File: config.mk
export PLATFORM = sky130hd
export DESIGN_NAME = fetch_stage
export DESIGN_NICKNAME = d
export VERILOG_FILES = /design/src/rtl/fetch_stage.sv
export SDC_FILE = /design/constraint.sdc
export NUM_CORES = 1
export LEC_CHECK = 0
export ABC_AREA = 1
export BUFFER_PORTS_ARGS = -buffer_cell sky130_fd_sc_hd__buf_2
export CORE_AREA = 3 3 121 123
export DETAILED_ROUTE_END_ITERATION = 6
export DIE_AREA = 0 0 124 126
export PLACE_DENSITY = 0.83
export REMOVE_ABC_BUFFERS = 1
export SLEW_MARGIN = 40
export SYNTH_ARGS = -nofsm -noshare
export SYNTH_HDL_FRONTEND = slang
export SYNTH_SLANG_ARGS = --single-unit
File: constraint.sdc
create_clock -name clk -period 4.7 [get_ports clk]
set_input_delay 1.41 -clock clk [delete_from_list [all_inputs] [get_ports clk]]
set_output_delay 1.41 -clock clk [all_outputs]
set_load 0.05 [all_outputs]
File: src/rtl/fetch_stage.sv
// fetch_stage: MIPS instruction fetch stage and IF/ID pipeline register.
// Holds the PC, issues single-word requests to instruction memory and hands
// the fetched word to decode on instrD/pcplus4D/validD.
// Optional build macro: FETCH_TRACE_EN prints IF/ID loads and killed responses.
module fetch_stage #(
  parameter logic [31:0] RESET_PC = 32'h0040_0000
) (
  input  logic        clk,
  input  logic        rst,
  input  logic        stall,
  input  logic        flush,
  input  logic        redirect,
  input  logic [31:0] redirect_pc,
  output logic        imem_req,
  output logic [31:0] imem_addr,
  input  logic        imem_valid,
  input  logic [31:0] imem_rdata,
  output logic [31:0] instrD,
  output logic [31:0] pcplus4D,
  output logic        validD
);

  typedef enum logic [1:0] {StReq, StWait, StHold} state_e;

  state_e      state_q, state_d;
  logic [31:0] pc_q, pc_d;
  logic [31:0] pc_plus4;
  logic        kill_q, kill_d;
  logic [31:0] buf_instr_q, buf_pc4_q;
  logic        buf_load;
  logic        load_mem;
  logic        load_buf;
  logic [31:0] instr_q, pcplus4_q;
  logic        valid_q;

  // Wraps at 2^32 by construction.
  assign pc_plus4 = pc_q + 32'd4;

  // State register: FSM state, PC, kill flag and skid buffer.
  always_ff @(posedge clk) begin
    if (rst) begin
      state_q     <= StReq;
      pc_q        <= RESET_PC;
      kill_q      <= 1'b0;
      buf_instr_q <= 32'h0;
      buf_pc4_q   <= 32'h0;
    end else begin
      state_q <= state_d;
      pc_q    <= pc_d;
      kill_q  <= kill_d;
      if (buf_load) begin
        buf_instr_q <= imem_rdata;
        buf_pc4_q   <= pc_plus4;
      end
    end
  end

  // Next-state logic: request/response sequencing, skid capture and redirect.
  always_comb begin
    state_d  = state_q;
    pc_d     = pc_q;
    kill_d   = kill_q;
    buf_load = 1'b0;
    load_mem = 1'b0;
    load_buf = 1'b0;
    unique case (state_q)
      StReq: begin
        state_d = StWait;
        // The request leaving this cycle targets the old PC.
        if (redirect) kill_d = 1'b1;
      end
      StWait: begin
        if (imem_valid) begin
          if (redirect || kill_q) begin
            kill_d  = 1'b0;
            state_d = StReq;
          end else if (!stall) begin
            load_mem = 1'b1;
            pc_d     = pc_plus4;
            state_d  = StReq;
          end else begin
            buf_load = 1'b1;
            state_d  = StHold;
          end
        end else if (redirect) begin
          kill_d = 1'b1;
        end
      end
      StHold: begin
        if (redirect) begin
          state_d = StReq;
        end else if (!stall) begin
          load_buf = 1'b1;
          pc_d     = pc_plus4;
          state_d  = StReq;
        end
      end
      default: state_d = StReq;
    endcase
    // Redirect wins over any sequential PC update, stalled or not.
    if (redirect) pc_d = redirect_pc & 32'hFFFF_FFFC;
  end

  // Moore outputs: request pulse in REQ, suppressed while reset is held.
  always_comb begin
    imem_req  = 1'b0;
    imem_addr = pc_q;
    if (state_q == StReq && !rst) imem_req = 1'b1;
  end

  // IF/ID register: reset > flush > stall > load > bubble.
  always_ff @(posedge clk) begin
    if (rst || flush) begin
      instr_q   <= 32'h0;
      pcplus4_q <= 32'h0;
      valid_q   <= 1'b0;
    end else if (stall) begin
      instr_q   <= instr_q;
      pcplus4_q <= pcplus4_q;
      valid_q   <= valid_q;
    end else if (load_mem) begin
      instr_q   <= imem_rdata;
      pcplus4_q <= pc_plus4;
      valid_q   <= 1'b1;
    end else if (load_buf) begin
      instr_q   <= buf_instr_q;
      pcplus4_q <= buf_pc4_q;
      valid_q   <= 1'b1;
    end else begin
      instr_q   <= 32'h0;
      pcplus4_q <= 32'h0;
      valid_q   <= 1'b0;
    end
  end

  assign instrD   = instr_q;
  assign pcplus4D = pcplus4_q;
  assign validD   = valid_q;

`ifdef FETCH_TRACE_EN
  logic discard;
  assign discard = (state_q == StWait) && imem_valid && (kill_q || redirect);

  // Trace of IF/ID loads and discarded responses.
  always_ff @(posedge clk) begin
    if (!rst && !flush && !stall && (load_mem || load_buf)) begin
      $display("%0t fetch: pc=%08h instr=%08h", $time, pc_q,
               load_mem ? imem_rdata : buf_instr_q);
    end
    if (!rst && discard) $display("fetch: killed");
  end
`endif

endmodule

Word-level counts from Yosys, hierarchy flattened
Index checks and enable logic that the tools add are counted.
{"block": "totals", "reg_bits": 164}
{"block": "classes", "n_addsub": 1, "n_mux": 32, "reduce_logical": 13, "eq_ne": 8}
{"op": "$mux W32", "n": 8}
{"op": "$pmux W32 S2", "n": 1}
{"op": "$add A32 B3 Y32 const B", "n": 1}
{"op": "$mux W1", "n": 16}
{"op": "$ne A3 B3 Y1 const B", "n": 4}
{"op": "$mux W2", "n": 5}
{"op": "$pmux W2 S3", "n": 1}
{"op": "$reduce_and A3 Y1", "n": 2}
{"op": "$ne A2 B2 Y1 const B", "n": 2}
{"op": "$reduce_and A2 Y1", "n": 2}
{"op": "$reduce_bool A2 Y1", "n": 2}
{"op": "$reduce_bool A3 Y1", "n": 1}
{"op": "$eq A2 B1 Y1 const B", "n": 1}
{"op": "$eq A2 B2 Y1 const B", "n": 1}
{"op": "$logic_not A2 Y1", "n": 1}
{"op": "$logic_or A1 B1 Y1", "n": 2}
{"op": "$pmux W1 S2", "n": 1}
{"op": "$reduce_or A2 Y1", "n": 1}
{"op": "$logic_and A1 B1 Y1", "n": 1}
{"op": "$logic_not A1 Y1", "n": 1}

Longest topological paths before layout
{"block": "logic_depth", "ltp_word": 6, "mapped_depth": 11}

Worst setup path after synthesis
OpenSTA, ideal clock, no wires.
{"block": "synth_timing", "path_kind": "input to output", "from": "input port rst", "to": "output port imem_req", "arrival_time_ns": 2.862, "path_stages": 3, "t_required_ns": 3.290, "setup_slack_ns": 0.428, "path_cell_list": "clkbuf_1 > clkbuf_1 > nor3_1"}
{"block": "synth_via", "elab_chain_len": 3}
{"item": "start: declaration", "line_no": "9", "rtl": "input logic rst,"}
{"item": "$logic_not A1 Y1", "line_no": "108", "rtl": "if (state_q == StReq && !rst) imem_req = 1'b1;"}
{"item": "$logic_and A1 B1 Y1", "line_no": "108"}
{"item": "$mux W1", "line_no": "108"}
{"item": "end: declaration", "line_no": "14", "rtl": "output logic imem_req,"}
No other way between the ends.

Worst setup path in the final report
Ends and elaborated chain as after synthesis.

==> run summary <==
Starting Density = 54.23%
P_leak = 4.447 nW
RSZ-0062 raised after global routing = no
Htree depth = 4
Min Tclk post-route = 3442 ps
Sequential fraction of the synthesis area = 42.35%
Pwr dens = 353.6 mW/mm2
Maximum clock frequency = 290.5 MHz
Drt total wl = 20.68 mm
Die Height = 126 um
Combinational family with the most area after synthesis = simple AND/OR/NAND/NOR gates
Area delta synth->final = 19.38%
Crit Reg-Reg Startpoint = state_q[0]
CTS Buf Count = 17
Setup ws final = 1258 ps
Rows = 43
Vias per cell = 5.146
# port buffers = 161
Initial antenna violation count = 1
Reg clk slew, reported paths = 60 ps
DRT antenna net count = 0
Mapped Cells = 1,123
Synth Cell Area = 0.007470 mm2
Total grt overflow = 0
Number of global-route vias before repair = 6,623
Cell taking the most area after synthesis = dfxtp_1
Routability congestion estimate = 0.9228
Max-slew violation count = 0
Die Wd = 124 um
Post-CTS setup buffers = 0
TNS Setup = 0 ps
Post-synthesis register bit count = 158
# fillers = 1,242
Post-route cell area = 0.008917 mm2
Hold violation count in the final report = 0
Yosys top cell area share = 42.35%
Core ar. = 0.01377 mm2
Req. time, crit path = 3290 ps
Final period utilization = 73.24%
Synth Area in XOR/XNOR = 1.725%
Max Cap Viol = 0
Number of library cell types mapped by synthesis = 32
Portion of netlist area occupied by mux cells = 0%
Drt pass-1 iters = 5
Detailed Route Iter0 Violations = 639
Slowest cell on crit path = buf_2
Critical path arrival = 2030 ps
Beginning of the worst hold path = buf_pc4_q[7]
Worst R2R Setup Slack = 2530 ps
Max Root-Sink Buffers = 2
WHS Endpoint = buf_pc4_q[7]
CP Launch Type = input port
Num ports = 168
Compound-Gate Fraction of Synth Area = 16.11%
Post-CTS Hold Buffers = 0
Worst R2R Path Depth = 11
YS warnings = 0
Worst Hold Class = reg2reg
Hold Path Stages = 2
Clk Latency, worst-skew pair = 430 ps
Die footprint = 0.01562 mm2
Post-Place Cells = 1,420
Detailed Place HPWL = 14.08 mm
First-pass GRT wire length = 32.68 mm
Post-cts resize count = 0
Crit Path Category = in2out
Count of final setup violators = 0
Vias post-DR = 7,472
Register area = 0.003163 mm2
Largest net degree at the start of global routing = 50
DR WL/cell = 14.24 um
Capture point of the worst reg-to-reg path = imem_addr[6]
Worst setup EP type = output pin
DP Worst Slack = 1214 ps
Largest cells by area after synthesis = dfxtp_1 (42%), nand2_1 (16%), inv_1 (7.0%)
Slew margin rel. = 51.86%
Post-Layout Cell Count = 1,452
Area of the multi-input gates = 0.003475 mm2
Peak supply drop = 0.3623 mV
Clk sinks = 158
Overall Global Routing Usage = 26.16%
CP Cell Sequence = buf_2 > nor3_1 > buf_2
CTS tree = done
DRC Markers = 0
CTS root buf = clkbuf_16
Nets@finish = 1,330
Placed Area = 0.008334 mm2
Worst Skew = 7.239 ps
Crit-path max FO = 2
Critical Path Most Common Cell = buf_2
Worst Max-Slew Pin Slew = 721.1 ps
Slowest cell delay on critical path = 300 ps
Outcome = completed
Post-Synth Adder-Cell Area = 0.1675%
Simple-Gate Fraction of Synth Area = 28.14%
Layout cells sized above 1 = 18.65%
Mean area per synthesized cell = 6.652 um2
cell type report:
cell class	instances	area share [%]
Antenna cell	1	0.02806
Clock buffer	20	4.897
Clock inverter	11	1.600
Inverter	144	6.075
Multi-Input combinational cell	763	38.96
Sequential cell	158	35.47
Tap cell	180	2.526
Timing Repair Buffer	175	10.44
sequential cells by signal, indices dropped and copies added, names as in the netlist:
name,count
validD,1
kill_q,1
instrD,32
buf_instr_q,32
pcplus4D,30
buf_pc4_q,30
imem_addr,30
state_q,2
power by group:
| group | switching, mW | internal [mW] |
|---|---|---|
| logic | 0.265 | 0.0981 |
| registers | 0.0366 | 1.38 |
| clock network | 0.542 | 0.830 |
routing by layer:
| metal | up-vias | track usage, % | share of wire [%] |
|---|---|---|---|
| met4 | 2 | 6.572 | 1.3 |
| met1 | 3360 | 34.01 | 42 |
| met3 | 25 | 6.825 | 9.8 |
| li1 | 3768 | - | - |
| met2 | 317 | 43.24 | 47 |
| met5 | - | 0 | 0.087 |
metrics by stage:
step                utilization (%)  hold WS (ps)  power (mW)
floorplan                         -         439.8       1.666
global placement              60.27         451.5       1.795
detailed placement            60.51         459.1       1.805
CTS                           64.72         468.4       3.161
global route                  64.73         490.1       3.261
finish                        64.74         471.1       3.153
worst max-delay path: cells and delay by family:
kind / cells / cell delay, ps
buffers and inverters: 2 / 450
AND/OR/NAND/NOR: 1 / 170
placed cells by master (no fill, tap or decap), drive strengths merged, types with 4 or more instances in the layout:
| master | instances |
|---|---|
| xor2 | 10 |
| nand3 | 55 |
| a31oi | 5 |
| o21a | 12 |
| a21oi | 82 |
| nor2 | 142 |
| clkbuf | 20 |
| clkinv | 6 |
| nand2 | 320 |
| buf | 175 |
| o21ai | 118 |
| dfxtp | 158 |
| inv | 144 |
| conb | 4 |
worst max-delay path by stage:
stage | from | end | slack, ps | cells after the start
final | rst | imem_req | 1260 | 3
after global routing | rst | imem_req | 1220 | 3
after CTS | rst | imem_req | 1210 | 3
after detailed placement | rst | imem_req | 1210 | 3
after global placement | rst | imem_req | 1200 | 3
after floorplan | rst | imem_req | 840 | 1
Yosys cell counts:
| cell type | instances |
|---|---|
| a21boi_0 | 2 |
| xor2_1 | 8 |
| ha_1 | 1 |
| a21oi_1 | 81 |
| buf_1 | 2 |
| nor2_2 | 8 |
| inv_2 | 5 |
| xnor2_1 | 3 |
| nor2_4 | 5 |
| clkbuf_1 | 27 |
| o21ai_0 | 99 |
| dfxtp_1 | 158 |
| nand2_1 | 314 |
| nand3_2 | 2 |
| a31oi_1 | 5 |
| buf_2 | 21 |
| inv_1 | 139 |
| nand2_2 | 6 |
| nand3_1 | 53 |
| nor3_1 | 2 |
| a211oi_2 | 2 |
| o211ai_1 | 2 |
| buf_6 | 5 |
| o21a_1 | 12 |
| a22oi_1 | 2 |
| xor2_2 | 2 |
| o21ai_1 | 19 |
| buf_4 | 6 |
| conb_1 | 1 |
| nor2_1 | 129 |
| a21oi_2 | 1 |
| a211oi_1 | 1 |
cell families after synthesis:
group                    Yosys count
AO/OA/AOI/OAI                    226
XOR/XNOR                          13
adder cells (fa/ha/maj)            1
buffers and inverters            205
flip-flops                       158
other                              1
AND/OR/NAND/NOR                  519
Power figures use the tool's default switching activity.
